### src/rtl/phy_mem_port_arbiter.sv
// Physical-memory port arbiter: round-robin among I-cache, D-cache and uncachable unit,
// one outstanding transaction, IO-address rejection and WAIT-state response timeout.
module phy_mem_port_arbiter #(
   parameter int unsigned LINE_WIDTH = 128,
   parameter int unsigned TIMEOUT    = 1024
) (
   input  logic                       clk,
   input  logic                       rstN,
   input  logic [2:0]                 reqValid,
   input  logic [2:0]                 reqWrite,
   input  logic [2:0][25:0]           reqAddr,
   input  logic [2:0][LINE_WIDTH-1:0] reqWdata,
   output logic [2:0]                 reqAck,
   output logic [2:0]                 rspValid,
   output logic                       rspError,
   output logic [LINE_WIDTH-1:0]      rspData,
   output logic                       memReqValid,
   input  logic                       memReqReady,
   output logic                       memReqWrite,
   output logic [25:0]                memReqAddr,
   output logic [LINE_WIDTH-1:0]      memReqWdata,
   input  logic                       memRspValid,
   input  logic [LINE_WIDTH-1:0]      memRspData
);

   localparam int unsigned NREQ   = 3;
   localparam int unsigned ADDR_W = 26;
   localparam int unsigned IO_BIT = 24;
   localparam int unsigned OFFS_W = $clog2(LINE_WIDTH / 8);
   localparam int unsigned CNT_W  = $clog2(TIMEOUT + 1);

   localparam logic [ADDR_W-1:0] ALIGN_MASK = ~((ADDR_W'(1) << OFFS_W) - ADDR_W'(1));
   localparam logic [CNT_W-1:0]  CNT_LAST   = CNT_W'(TIMEOUT - 1);
   localparam logic [CNT_W-1:0]  CNT_MAX    = {CNT_W{1'b1}};

   typedef enum logic [1:0] {
      S_IDLE  = 2'd0,
      S_ISSUE = 2'd1,
      S_WAIT  = 2'd2,
      S_RESP  = 2'd3
   } state_e;

   state_e                  state_q, state_d;
   logic [1:0]              rr_ptr_q, rr_ptr_d;
   logic [1:0]              owner_q, owner_d;
   logic                    write_q, write_d;
   logic [CNT_W-1:0]        cnt_q, cnt_d;
   logic [NREQ-1:0]         rsp_valid_q, rsp_valid_d;
   logic                    rsp_error_q, rsp_error_d;
   logic [LINE_WIDTH-1:0]   rsp_data_q, rsp_data_d;
   logic                    mem_req_valid_q, mem_req_valid_d;
   logic                    mem_req_write_q, mem_req_write_d;
   logic [ADDR_W-1:0]       mem_req_addr_q, mem_req_addr_d;
   logic [LINE_WIDTH-1:0]   mem_req_wdata_q, mem_req_wdata_d;

   logic                    gnt_valid;
   logic [1:0]              gnt_idx;
   logic [NREQ-1:0]         gnt_oh;
   logic [2:0]              probe;

   // Round-robin search starting at rr_ptr, wrapping modulo 3
   always_comb begin
      gnt_valid = 1'b0;
      gnt_idx   = 2'd0;
      probe     = 3'd0;
      for (int k = 0; k < NREQ; k++) begin
         probe = 3'(rr_ptr_q) + 3'(k);
         if (probe >= 3'd3) begin
            probe = probe - 3'd3;
         end
         if (!gnt_valid && reqValid[2'(probe)]) begin
            gnt_valid = 1'b1;
            gnt_idx   = 2'(probe);
         end
      end
      gnt_oh = gnt_valid ? (3'b001 << gnt_idx) : 3'b000;
   end

   // Acknowledge is the one combinational output; held off while in reset
   assign reqAck = (state_q == S_IDLE && rstN) ? gnt_oh : 3'b000;

   always_comb begin
      state_d         = state_q;
      rr_ptr_d        = rr_ptr_q;
      owner_d         = owner_q;
      write_d         = write_q;
      cnt_d           = cnt_q;
      rsp_valid_d     = '0;
      rsp_error_d     = 1'b0;
      rsp_data_d      = '0;
      mem_req_valid_d = mem_req_valid_q;
      mem_req_write_d = mem_req_write_q;
      mem_req_addr_d  = mem_req_addr_q;
      mem_req_wdata_d = mem_req_wdata_q;

      unique case (state_q)
         S_IDLE: begin
            if (gnt_valid) begin
               owner_d = gnt_idx;
               write_d = reqWrite[gnt_idx];
               if (reqAddr[gnt_idx][IO_BIT]) begin
                  // IO space is never forwarded to memory
                  state_d     = S_RESP;
                  rsp_valid_d = gnt_oh;
                  rsp_error_d = 1'b1;
               end else begin
                  state_d         = S_ISSUE;
                  mem_req_valid_d = 1'b1;
                  mem_req_write_d = reqWrite[gnt_idx];
                  mem_req_addr_d  = reqAddr[gnt_idx] & ALIGN_MASK;
                  mem_req_wdata_d = reqWdata[gnt_idx];
               end
            end
         end

         S_ISSUE: begin
            if (memReqReady) begin
               state_d         = S_WAIT;
               cnt_d           = '0;
               mem_req_valid_d = 1'b0;
               mem_req_write_d = 1'b0;
               mem_req_addr_d  = '0;
               mem_req_wdata_d = '0;
            end
         end

         S_WAIT: begin
            cnt_d = (cnt_q == CNT_MAX) ? cnt_q : cnt_q + CNT_W'(1);
            // A response arriving on the last counted cycle still beats the timeout
            if (memRspValid) begin
               state_d     = S_RESP;
               rsp_valid_d = 3'b001 << owner_q;
               rsp_data_d  = write_q ? '0 : memRspData;
            end else if (cnt_q == CNT_LAST) begin
               state_d     = S_RESP;
               rsp_valid_d = 3'b001 << owner_q;
               rsp_error_d = 1'b1;
            end
         end

         S_RESP: begin
            state_d = S_IDLE;
            unique case (owner_q)
               2'd0:    rr_ptr_d = 2'd1;
               2'd1:    rr_ptr_d = 2'd2;
               default: rr_ptr_d = 2'd0;
            endcase
         end

         default: state_d = S_IDLE;
      endcase
   end

   always_ff @(posedge clk or negedge rstN) begin
      if (!rstN) begin
         state_q         <= S_IDLE;
         rr_ptr_q        <= 2'd0;
         owner_q         <= 2'd0;
         write_q         <= 1'b0;
         cnt_q           <= '0;
         rsp_valid_q     <= '0;
         rsp_error_q     <= 1'b0;
         rsp_data_q      <= '0;
         mem_req_valid_q <= 1'b0;
         mem_req_write_q <= 1'b0;
         mem_req_addr_q  <= '0;
         mem_req_wdata_q <= '0;
      end else begin
         state_q         <= state_d;
         rr_ptr_q        <= rr_ptr_d;
         owner_q         <= owner_d;
         write_q         <= write_d;
         cnt_q           <= cnt_d;
         rsp_valid_q     <= rsp_valid_d;
         rsp_error_q     <= rsp_error_d;
         rsp_data_q      <= rsp_data_d;
         mem_req_valid_q <= mem_req_valid_d;
         mem_req_write_q <= mem_req_write_d;
         mem_req_addr_q  <= mem_req_addr_d;
         mem_req_wdata_q <= mem_req_wdata_d;
      end
   end

   assign rspValid    = rsp_valid_q;
   assign rspError    = rsp_error_q;
   assign rspData     = rsp_data_q;
   assign memReqValid = mem_req_valid_q;
   assign memReqWrite = mem_req_write_q;
   assign memReqAddr  = mem_req_addr_q;
   assign memReqWdata = mem_req_wdata_q;

endmodule

### config.mk
export PLATFORM = sky130hd
export DESIGN_NAME = phy_mem_port_arbiter
export DESIGN_NICKNAME = d
export VERILOG_FILES = /design/src/rtl/phy_mem_port_arbiter.sv
export SDC_FILE = /design/constraint.sdc
export NUM_CORES = 1
export LEC_CHECK = 0
export ABC_AREA = 0
export ABC_CLOCK_PERIOD_IN_PS = 4300
export BUFFER_PORTS_ARGS = -buffer_cell sky130_fd_sc_hd__buf_4
export CORE_AREA = 2 2 344 346
export DETAILED_ROUTE_END_ITERATION = 12
export DIE_AREA = 0 0 346 348
export PLACE_DENSITY_LB_ADDON = 0.15
export SETUP_SLACK_MARGIN = 0.2
export SYNTH_ARGS = -nofsm -noshare
export SYNTH_HDL_FRONTEND = slang
export SYNTH_SLANG_ARGS = --single-unit
### constraint.sdc
create_clock -name clk -period 4.3 [get_ports clk]
set_input_delay 0.645 -clock clk [delete_from_list [all_inputs] [get_ports clk]]
set_output_delay 0.645 -clock clk [all_outputs]
set_load 0.1 [all_outputs]
### After elaboration in Yosys (flattened, before gate mapping)

Cells that the tools add are included.
Widths: inputs -> output; s select.

* register bits after elaboration: 306
* word-level logic and storage cells: 112

* reduce and logical (&&, ||, !) cells: 13
* add/sub/neg operators: 6
* eq/ne operators: 11
* order comparisons: 7
* shifts and indexed selects: 2
* multiplexer cells: 61

Operator list (number)
* $mux 128: 7
* $bmux 128 s2: 1
* $pmux 128 s2: 1
* $mux 26: 4
* $bmux 26 s2: 1
* $pmux 26 s2: 1
* $mux 11: 2
* $mux 2: 11
* $pmux 11 s2: 1
* $mux 3: 6
* $mux 1: 16
* $lt 2x3->1 const B: 4
* $add 11x1->11 const B: 1
* $eq 11x10->1 const B: 1
* $eq 11x11->1 const B: 1
* $bmux 1 s2: 4
* $ne 2x2->1 const B: 4
* $pmux 2 s4: 1
* $ge 3x2->1 const B: 2
* $pmux 1 s2: 3
* $pmux 3 s2: 1
* $reduce_and 3->1: 2
* $shl 1x2->3 const A: 2
* $sub 2x2->2 const B: 3
* 13 further kinds: 20

### Longest topological paths before layout

Gate-level depths: netlist of run 1.

* word-level depth: 16
* depth in mapped cells: 12
* depth with buffers taken out: 9

### Worst setup path after synthesis of run 1

No wires, ideal clock.

* path kind: reg2out
* from: register rr_ptr_q[0]
* to: output reqAck[2]
* path slack: 0.633 ns
* stages on the path, launching flop included: 9
* data required time: 3.655 ns
* data arrival time: 3.022 ns
* buffers on the path: 1
* cells stage by stage: dfrtp_1 inv_1 ha_1 mux2i_1 nor2_1 or3_4 and2_1 buf_2 nor2_1

* word-level cells in the longest chain between the ends: 14

RTL lines
* start: declaration: RTL line 44 `logic [1:0] rr_ptr_q, rr_ptr_d;`
* start signal: assignment: RTL line 170 `rr_ptr_q <= rr_ptr_d;`
* parallel branches: the longest is 12 deep, another holds $add 2x1->3
* $mux 3 (*): RTL line 76 `gnt_oh = gnt_valid ? (3'b001 << gnt_idx) : 3'b000;`
* $mux 3 (*): RTL line 80 `assign reqAck = (state_q == S_IDLE && rstN) ? gnt_oh : 3'b000;`
* end: declaration: RTL line 13 `output logic [2:0] reqAck,`

Mark *: on every way between the ends. The select of a mux whose other input is x is not followed.

### Worst setup path after layout of run 1

* from: register rr_ptr_q[0]
* to: output reqAck[0]

The elaborated chain is that of the path after synthesis.

==> flow_summary.ini, run 1 <==
[floorplan]
chipHeight_um = 348
core_mm2 = 0.117
row_count = 126
initial_core_util = 0.122
fp.dieW_um = 346
die_area_mm2 = 0.120
ios = 891

[critical_path]
critPathCaptureType = output pin
crit_path_max_fanout = 7
critPathRequiredTime_ps = 3650
arrival_ps = 3130
critical_path_class = register to output pin
cp-start-kind = register

[sta]
setup_slack_ps = 529
finalSetupTns_ps = 0
max_freq_mhz = 265
max-slew-margin-rel = 0.360
hold_violations = 0
timing.final.crit_share = 0.877
tightest_slew_ps = 935
rsz0062_at_grt = no
slew_violations = 0
setup_violations = 0
skew_ps = 20.4
min_period_ps = 3770

[routing]
antenna_left = 0
routed_wl_mm = 71.5
vias = 12900
drt-initial-drc-count = 454
vias_per_cell = 3.49
drc_errors = 0
wl_per_cell_um = 19.3
dr.pass1.iters = 4

[pwr]
ir_drop_v = 0.000510
powerDensity_mw_per_mm2 = 938
totalPowerFinal_mw = 22.6
power_leakage_nw = 11.9

[global_route]
grt_pass1_vias = 14300
antenna_found_initial = 21
gr-usage-all-layers = 0.114
grt_pass1_wl_mm = 101
grt_overflow = 0
grt_max_degree = 129

[yosys]
synth_area_mm2 = 0.0143
yosysUniqueCellTypes = 52
ys_seq_area_frac = 0.528
synth_top_area_frac = 0.528
ys_ff_latch = 301
synth.area.top_cells = dfrtp_1, mux2i_1, mux2_1, and2_1, o21ai_0
synth_top_area_cell = dfrtp_1
synth_edf_count = 0
yosys_most_used_dff = dfrtp_1
syn_area_per_cell_um2 = 11.2
synthArstFlopShare = 1.00
syn_inst = 1267
ys_warn_count = 0

[finish]
regArea_mm2 = 0.00753
nets = 2731
syn_to_final_growth_pct = 69.0
multi_input_area_mm2 = 0.00629
final_cell_mix = buf_4, dfrtp_1, nand2_1
drive_above_1_share = 0.484
nFillCells = 13000
final_common_cell = buf_4

[placed_design]
io_buffers = 873
preCtsSetupSlack_ps = 836
hpwl_mm = 56.5
gp_congestion = 0.854

[cts]
clockRootBuffer = clkbuf_16
htreeDepth = 2
clockBufferDepth = 3
clk_pin_slew_ps = 60
cts_inserted_buffers = 43
cts_sinks = 301
tritoncts = built
clock_latency_ps = 600

[run_status]
status = complete, no violations

[flow_run]
cap_violations = 0

[min_path]
holdCritPathClass = input pin to register
-- synth_stat cells (8+ instances only) --
cell type,number
a21oi_1,8
and2_1,130
buf_2,22
buf_6,10
clkbuf_1,44
dfrtp_1,301
ha_1,9
inv_1,8
mux2_1,79
mux2_2,71
mux2i_1,156
nand2_1,169
nor2_1,23
o21ai_0,160
-- flip-flops by register name, indices dropped and copies added (netlist names) --
register     cells
memReqWrite      1
rspData        128
rr_ptr_q         2
state_q          2
memReqAddr      21
memReqValid      1
memReqWdata    128
rspError         1
cnt_q           11
owner_q          2
write_q          1
rspValid         3
-- critical path, stage by stage, from the launching register on --
cell and delay (ps):
dfrtp_1 380, inv_1 90, ha_1 380, nand2b_1 210, a21oi_1 130, nor2_1 350, and2_2 330, nand2_1 130
nor2_1 190, buf_4 340
-- metal layers --
metal | global-route usage | vias to the layer above | wire length [um]
li1 | - | 6056 | -
met4 | 0.0405 | 14 | 2150
met3 | 0.0517 | 92 | 7010
met1 | 0.117 | 6151 | 25700
met5 | 0 | - | 84
met2 | 0.204 | 584 | 36600
-- stage by stage --
step | hold WS, ps | util | instance area [um^2] | instances
6_report | 249 | 0.206 | 24100 | 3697
5_1_grt | 192 | 0.206 | 24100 | 3696
4_1_cts | 172 | 0.206 | 24100 | 3690
3_5_place_dp | 476 | 0.193 | 22600 | 3612
3_3_place_gp | 472 | 0.193 | 22600 | 3612
2_1_floorplan | 349 | - | 14300 | 1271
-- cell type report --
class	instances	share of cell area
tap	1536	0.0798
multi-input combinational	874	0.261
clock buffer	64	0.0525
antenna	7	0.000727
inverter	8	0.00125
timing repair buffer	894	0.284
sequential	301	0.313
clock inverter	13	0.00841
-- cells by family after synthesis --
family | share of synthesized area
buffers and inverters | 0.0344
adders and majority gates | 0.00790
muxes | 0.230
other | 0.000263
xor gates and xnor gates | 0.00430
DFF | 0.528
and+or+nand+nor | 0.124
AOI/OAI and AO/OA | 0.0714
-- final timing paths --
kind	from	endpoint	cells after the start	slack, ps
max in group asynchronous	rstN	memReqWdata[113]	4	2030
setup / recovery	rr_ptr_q[0]	reqAck[0]	9	530
setup reg to reg	rr_ptr_q[0]	memReqAddr[8]	10	850
min in group asynchronous	rstN	memReqWdata[36]	2	540
hold reg to reg	memReqWdata[48]	memReqWdata[48]	1	480
hold / removal	memRspData[121]	rspData[121]	2	250
-- report_power, final --
part | switching, mW | total (mW) | internal, mW
clock network | 1.43 | 3.71 | 2.28
registers | 0.462 | 4.26 | 3.80
logic | 10.5 | 14.6 | 4.15
total | 12.4 | 22.6 | 10.2
-- what timing repair did --
item,in CTS,in global routing
endpoints found under the hold margin,17,0
buffers inserted,0,0
resized for setup,0,1
hold buffers,1,0
setup endpoints to repair,0,1
(Power assumes the default switching activity.)
==> run 2: changes to the inputs <==
--- a/config.mk
+++ b/config.mk
@@ -7,8 +7,9 @@
 export LEC_CHECK = 0
 export ABC_AREA = 0
 export ABC_CLOCK_PERIOD_IN_PS = 4300
-export BUFFER_PORTS_ARGS = -buffer_cell sky130_fd_sc_hd__buf_4
+export BUFFER_PORTS_ARGS = -buffer_cell sky130_fd_sc_hd__buf_2
 export CORE_AREA = 2 2 344 346
+export CTS_BUF_LIST = sky130_fd_sc_hd__clkbuf_4
 export DETAILED_ROUTE_END_ITERATION = 12
 export DIE_AREA = 0 0 346 348
 export PLACE_DENSITY_LB_ADDON = 0.15
==> run 2 against run 1 <==
Against the previous run: clock skew is 82 ps higher; critical path depth is 3 higher; die area stayed put; worst setup slack worse by 25 ps; critical endpoint is now memReqWdata[42]; sequential cell count stayed put; final cell count is 10% higher; clock-buffer cell count is 85 higher; final area is 1.6% higher; highest routed layer unchanged; utilization is 0.33 points higher.
==> flow_summary.ini, run 2 (same netlist as run 1, synthesis figures left out) <==
[routing]
dr.pass1.iters = 4
vias = 14400
drt-initial-drc-count = 374
drc_errors = 0
wl_per_cell_um = 17.3
antenna_left = 0
vias_per_cell = 3.54
routed_wl_mm = 70.3

[run_status]
status = complete, no violations

[critical_path]
critical_path_class = register to register
critPathSlowestCell = dlygate4sd3_1
path_cells = inv_1 > ha_4 > nand2b_1 > o22a_1 > nand3_1 > a31o_4 > buf_12 > buf_4 > mux2i_1 > o21ai_0 > dlygate4sd3_1 > mux2_1
critPathMaxStageDelay_ps = 560
timing.critical_path.to = memReqWdata[42]
crit_buf_inv = 4
timing.rr.end = memReqWdata[42]
critPathCaptureType = register
r2r_slack_ps = 500
critPathRequiredTime_ps = 5060
cp-start-kind = register
cp.depth = 12
crit_family = buffers and inverters
worstSetupStartpoint = rr_ptr_q[0]
rr_worst_depth = 12
arrival_ps = 4560
crit_path_max_fanout = 27
timing.rr.start = rr_ptr_q[0]

[global_route]
grt_max_degree = 129
antenna_found_initial = 38
grt_overflow = 0
grt_pass1_wl_mm = 101
gr-usage-all-layers = 0.113
grt_pass1_vias = 15600

[sta]
timing.final.crit_share = 0.883
setup_slack_ps = 504
min_period_ps = 3800
max-slew-margin-rel = 0.426
tightest_slew_ps = 861
skew_ps = 102
max_freq_mhz = 263
hold_ws_ps = 148
rsz0062_at_grt = no
finalSetupTns_ps = 0
slew_violations = 0
setup_violations = 0
hold_violations = 0

[pwr]
totalPowerFinal_mw = 21.8
powerDensity_mw_per_mm2 = 891
ir_drop_v = 0.000603
power_leakage_nw = 12.5

[floorplan]
initial_core_util = 0.122
chipHeight_um = 348
fp.dieW_um = 346
die_area_mm2 = 0.120
row_count = 126
core_mm2 = 0.117
ios = 891

[finish]
nets = 3053
syn_to_final_growth_pct = 71.7
final_common_cell = buf_2
nFillCells = 13000
drive_above_1_share = 0.454
final_cell_mix = buf_2, dfrtp_1, dlygate4sd3_1

[cts]
clock_latency_ps = 920
tritoncts = built
htreeDepth = 3
cts_inserted_buffers = 102
clockRootBuffer = clkbuf_4
clockBufferDepth = 3
cts_sinks = 301
clk_pin_slew_ps = 60

[min_path]
holdCritPathClass = input pin to register

[placed_design]
preCtsSetupSlack_ps = 880
hpwl_mm = 54.3
gp_congestion = 0.875
io_buffers = 873

[flow_run]
cap_violations = 0
-- run 2: cell count changes in the layout (fill, tap and decap cells not counted), moves of 27 or more --
cell	change
buf_2	+869
buf_4	-869
dlygate4sd3_1	+259
clkbuf_4	+149
clkbuf_16	-43
clkinv_1	+27
-- run 2: worst register-to-register path, stage by stage, from the launching register on --
cell and delay (ps):
dfrtp_1 420, inv_1 160, ha_4 250, nand2b_1 190, o22a_1 240, nand3_1 110, a31o_4 320, buf_12 270
buf_4 460, mux2i_1 290, o21ai_0 80, dlygate4sd3_1 560, mux2_1 290
-- run 2: area by class of cell --
cell class / instances / area, um^2 / share of cell area
Sequential cell: 301 / 7530 / 0.308
Timing Repair Buffer: 1157 / 7320 / 0.299
Multi-Input combinational cell: 874 / 6340 / 0.259
Tap cell: 1536 / 1920 / 0.0785
Clock buffer: 149 / 1120 / 0.0457
Clock inverter: 36 / 185 / 0.00757
Inverter: 8 / 30.0 / 0.00123
Antenna cell: 9 / 22.5 / 0.000920
-- run 2: worst min-delay path by stage --
stage	start	endpoint	slack [ps]	cells after the start
2_1_floorplan	rstN	cnt_q[0]	350	0
4_1_cts	reqWdata[44]	memReqWdata[44]	0.1	4
5_1_grt	reqWdata[370]	memReqWdata[114]	-3	4
3_5_place_dp	memReqWdata[65]	memReqWdata[65]	470	1
3_3_place_gp	memReqWdata[94]	memReqWdata[94]	470	1
6_report	reqWdata[363]	memReqWdata[107]	150	4
-- run 2: stage by stage --
stage          instances  cell area, um^2   util
2_1_floorplan       1271            14300      -
6_report            4070            24500  0.209
3_3_place_gp        3614            20500  0.175
3_5_place_dp        3614            20500  0.175
5_1_grt             4070            24500  0.209
4_1_cts             4059            24400  0.208
-- run 2: repair_timing --
item                                    CTS  global route
hold buffers                            260             0
endpoints found under the hold margin   284             0
resized for setup                         7            13
pin swaps                                 0             2
setup buffers                             0             2
endpoints found under the setup margin    3             5
-- run 2: power by group --
group | leakage (nW) | internal (mW) | switching, mW | total [mW]
Sequential | 3.93 | 3.80 | 0.433 | 4.23
Clock | 0.771 | 1.64 | 1.48 | 3.12
Combinational | 7.81 | 3.91 | 10.5 | 14.4
Total | 12.5 | 9.35 | 12.4 | 21.8
-- run 2: per-layer routing --
layer / part of all wire / track usage / up-vias
li1: - / - / 6778
met1: 0.38 / 0.121 / 6772
met2: 0.51 / 0.200 / 689
met3: 0.086 / 0.0457 / 161
met4: 0.028 / 0.0373 / 16
met5: 0.0015 / 0 / -
==> run 3: changes to the inputs <==
--- a/config.mk
+++ b/config.mk
@@ -8,10 +8,10 @@
 export ABC_AREA = 0
 export ABC_CLOCK_PERIOD_IN_PS = 4300
 export BUFFER_PORTS_ARGS = -buffer_cell sky130_fd_sc_hd__buf_2
-export CORE_AREA = 2 2 344 346
+export CORE_AREA = 2 2 347 349
 export CTS_BUF_LIST = sky130_fd_sc_hd__clkbuf_4
 export DETAILED_ROUTE_END_ITERATION = 12
-export DIE_AREA = 0 0 346 348
+export DIE_AREA = 0 0 349 351
 export PLACE_DENSITY_LB_ADDON = 0.15
 export SETUP_SLACK_MARGIN = 0.2
 export SYNTH_ARGS = -nofsm -noshare
==> constraint.sdc (replaced) <==
create_clock -name clk -period 4.3 [get_ports clk]
set_input_delay 0.43 -clock clk [delete_from_list [all_inputs] [get_ports clk]]
set_output_delay 0.43 -clock clk [all_outputs]
set_load 0.1 [all_outputs]
==> run 3 against run 2 <==
Against the previous run: worst hold slack better by 29 ps; clock-buffer cell count fell by 9; wire length up 0.27%; die area is 1.7% higher; register-to-register slack got worse by 120 ps; global-route usage is 0.49 points lower; sequential share of layout area fell by 2.0 points; maximum frequency fell by 3.0%; worst setup slack worse by 120 ps.
==> flow_summary.ini, run 3 (same netlist as run 1, synthesis figures left out) <==
[run_status]
status = complete, no violations

[min_path]
min_to = memReqAddr[6]
min-delay-start = reqAddr[32]
holdCritPathClass = input pin to register
worstHoldPathCells = 4

[pwr]
power_leakage_nw = 13.3
ir_drop_v = 0.000613
powerDensity_mw_per_mm2 = 889

[global_route]
grt_pass1_wl_mm = 98.9
grt_max_degree = 129
grt_overflow = 0
antenna_found_initial = 24
grt_pass1_vias = 16100
gr-usage-all-layers = 0.108

[sta]
finalSetupTns_ps = 0
rsz0062_at_grt = no
max-slew-margin-rel = 0.393
min_period_ps = 3910
slew_violations = 0
tightest_slew_ps = 888
hold_violations = 0
max_freq_mhz = 256
skew_ps = 104
setup_violations = 0
timing.final.crit_share = 0.910

[placed_design]
dpl.cell_count = 3620
gp_congestion = 0.792
hpwl_mm = 52.8
postPlaceCellArea_mm2 = 0.0204
io_buffers = 873

[cts]
clk_pin_slew_ps = 70
htreeDepth = 3
clockRootBuffer = clkbuf_4
tritoncts = built
clockBufferDepth = 3
cts_sinks = 301
cts_inserted_buffers = 96
clock_latency_ps = 940

[floorplan]
core_mm2 = 0.119
die_area_mm2 = 0.122
ios = 891
initial_core_util = 0.120
row_count = 127
chipHeight_um = 351
fp.dieW_um = 349

[critical_path]
critPathSlowestCell = dlygate4sd3_1
critical_path_class = register to register
rr_worst_depth = 12
critPathMaxStageDelay_ps = 570
crit_path_max_fanout = 32
critPathCaptureType = register
r2r_slack_ps = 390
arrival_ps = 4620
critPathRequiredTime_ps = 5010
timing.rr.end = memReqWdata[70]
path_cells = inv_1 > ha_1 > mux2i_1 > o22a_1 > nand3_1 > a31o_4 > buf_16 > mux2i_1 > dlygate4sd3_1 > o21ai_0 > dlygate4sd3_1 > mux2_1
timing.rr.start = rr_ptr_q[0]
cp-start-kind = register

[routing]
vias = 15000
drt-initial-drc-count = 460
wl_per_cell_um = 16.6
vias_per_cell = 3.53
antenna_left = 0
routed_wl_mm = 70.5
drc_errors = 0
dr.pass1.iters = 5

[finish]
final_cells = 4238
postLayoutCellArea_mm2 = 0.0262
syn_to_final_growth_pct = 83.5
drive_above_1_share = 0.421
final_common_cell = buf_2
final_cell_mix = buf_2, dlygate4sd3_1, dfrtp_1
nets = 3220

[flow_run]
cap_violations = 0
[run 3: cell count changes in the layout (fill, tap and decap cells not counted), moves of 2 or more]
cell	before	now
buf_12	11	13
buf_4	14	8
clkbuf_4	149	140
clkinv_1	27	21
diode_2	9	6
dlygate4sd3_1	260	434
ha_1	7	9
ha_4	2	0
mux2i_1	154	156
mux2i_2	2	0
nor2_1	20	22
nor2_2	2	0
[run 3: power breakdown]
| part | switching, mW | internal, mW |
|---|---|---|
| sequential | 0.429 | 3.80 |
| clock | 1.46 | 1.56 |
| combinational | 10.7 | 5.26 |
| total | 12.6 | 10.6 |
[run 3: routing by layer]
metal | track usage | up-vias | wire [um]
li1 | - | 7092 | -
met1 | 0.111 | 7048 | 26000
met2 | 0.198 | 667 | 36500
met3 | 0.0394 | 140 | 6070
met4 | 0.0401 | 14 | 1860
met5 | 0 | - | 83
[run 3: area by class of cell]
type | count | area, um^2
antenna | 6 | 15.0
timing repair buffer | 1329 | 9100
sequential | 301 | 7530
multi-input combinational | 875 | 6300
tap | 1548 | 1940
fill | 13200 | 92900
clock inverter | 31 | 185
inverter | 8 | 30.0
clock buffer | 140 | 1050
[run 3: critical path, delay by kind of cell, from the launching register on]
family / cells / cell delay (ps)
AO/OA/AOI/OAI: 3 / 600
AND/OR/NAND/NOR: 1 / 110
multiplexers: 3 / 800
flip-flops: 1 / 390
adder cells (fa/ha/maj): 1 / 390
buffers and inverters: 4 / 1380
[run 3: worst max path at each step]
stage                     slack [ps]         from              end
after floorplan                  850  rr_ptr_q[0]        reqAck[2]
after global placement           880  rr_ptr_q[0]  memReqWdata[69]
after detailed placement         770  rr_ptr_q[0]  memReqWdata[69]
after CTS                        230  rr_ptr_q[0]        reqAck[2]
after global routing             210  rr_ptr_q[0]        reqAck[0]
final                            390  rr_ptr_q[0]  memReqWdata[70]
[run 3: timing repair]
item | 4_1_cts | 5_1_grt
hold endpoints to repair | 426 | 0
setup buffers | 0 | 4
resized for setup | 1 | 7
setup endpoints to repair | 1 | 85
gates cloned | 0 | 2
hold buffers | 435 | 0
[run 3: through the flow]
stage	setup WS, ps	hold slack, ps	utilization	total power, mW
after floorplan	848	134	-	15.3
after global placement	879	466	0.172	18.4
after detailed placement	766	469	0.172	18.5
after CTS	229	0.183	0.219	23.6
after global routing	213	55.8	0.220	24.8
final	388	177	0.220	23.2
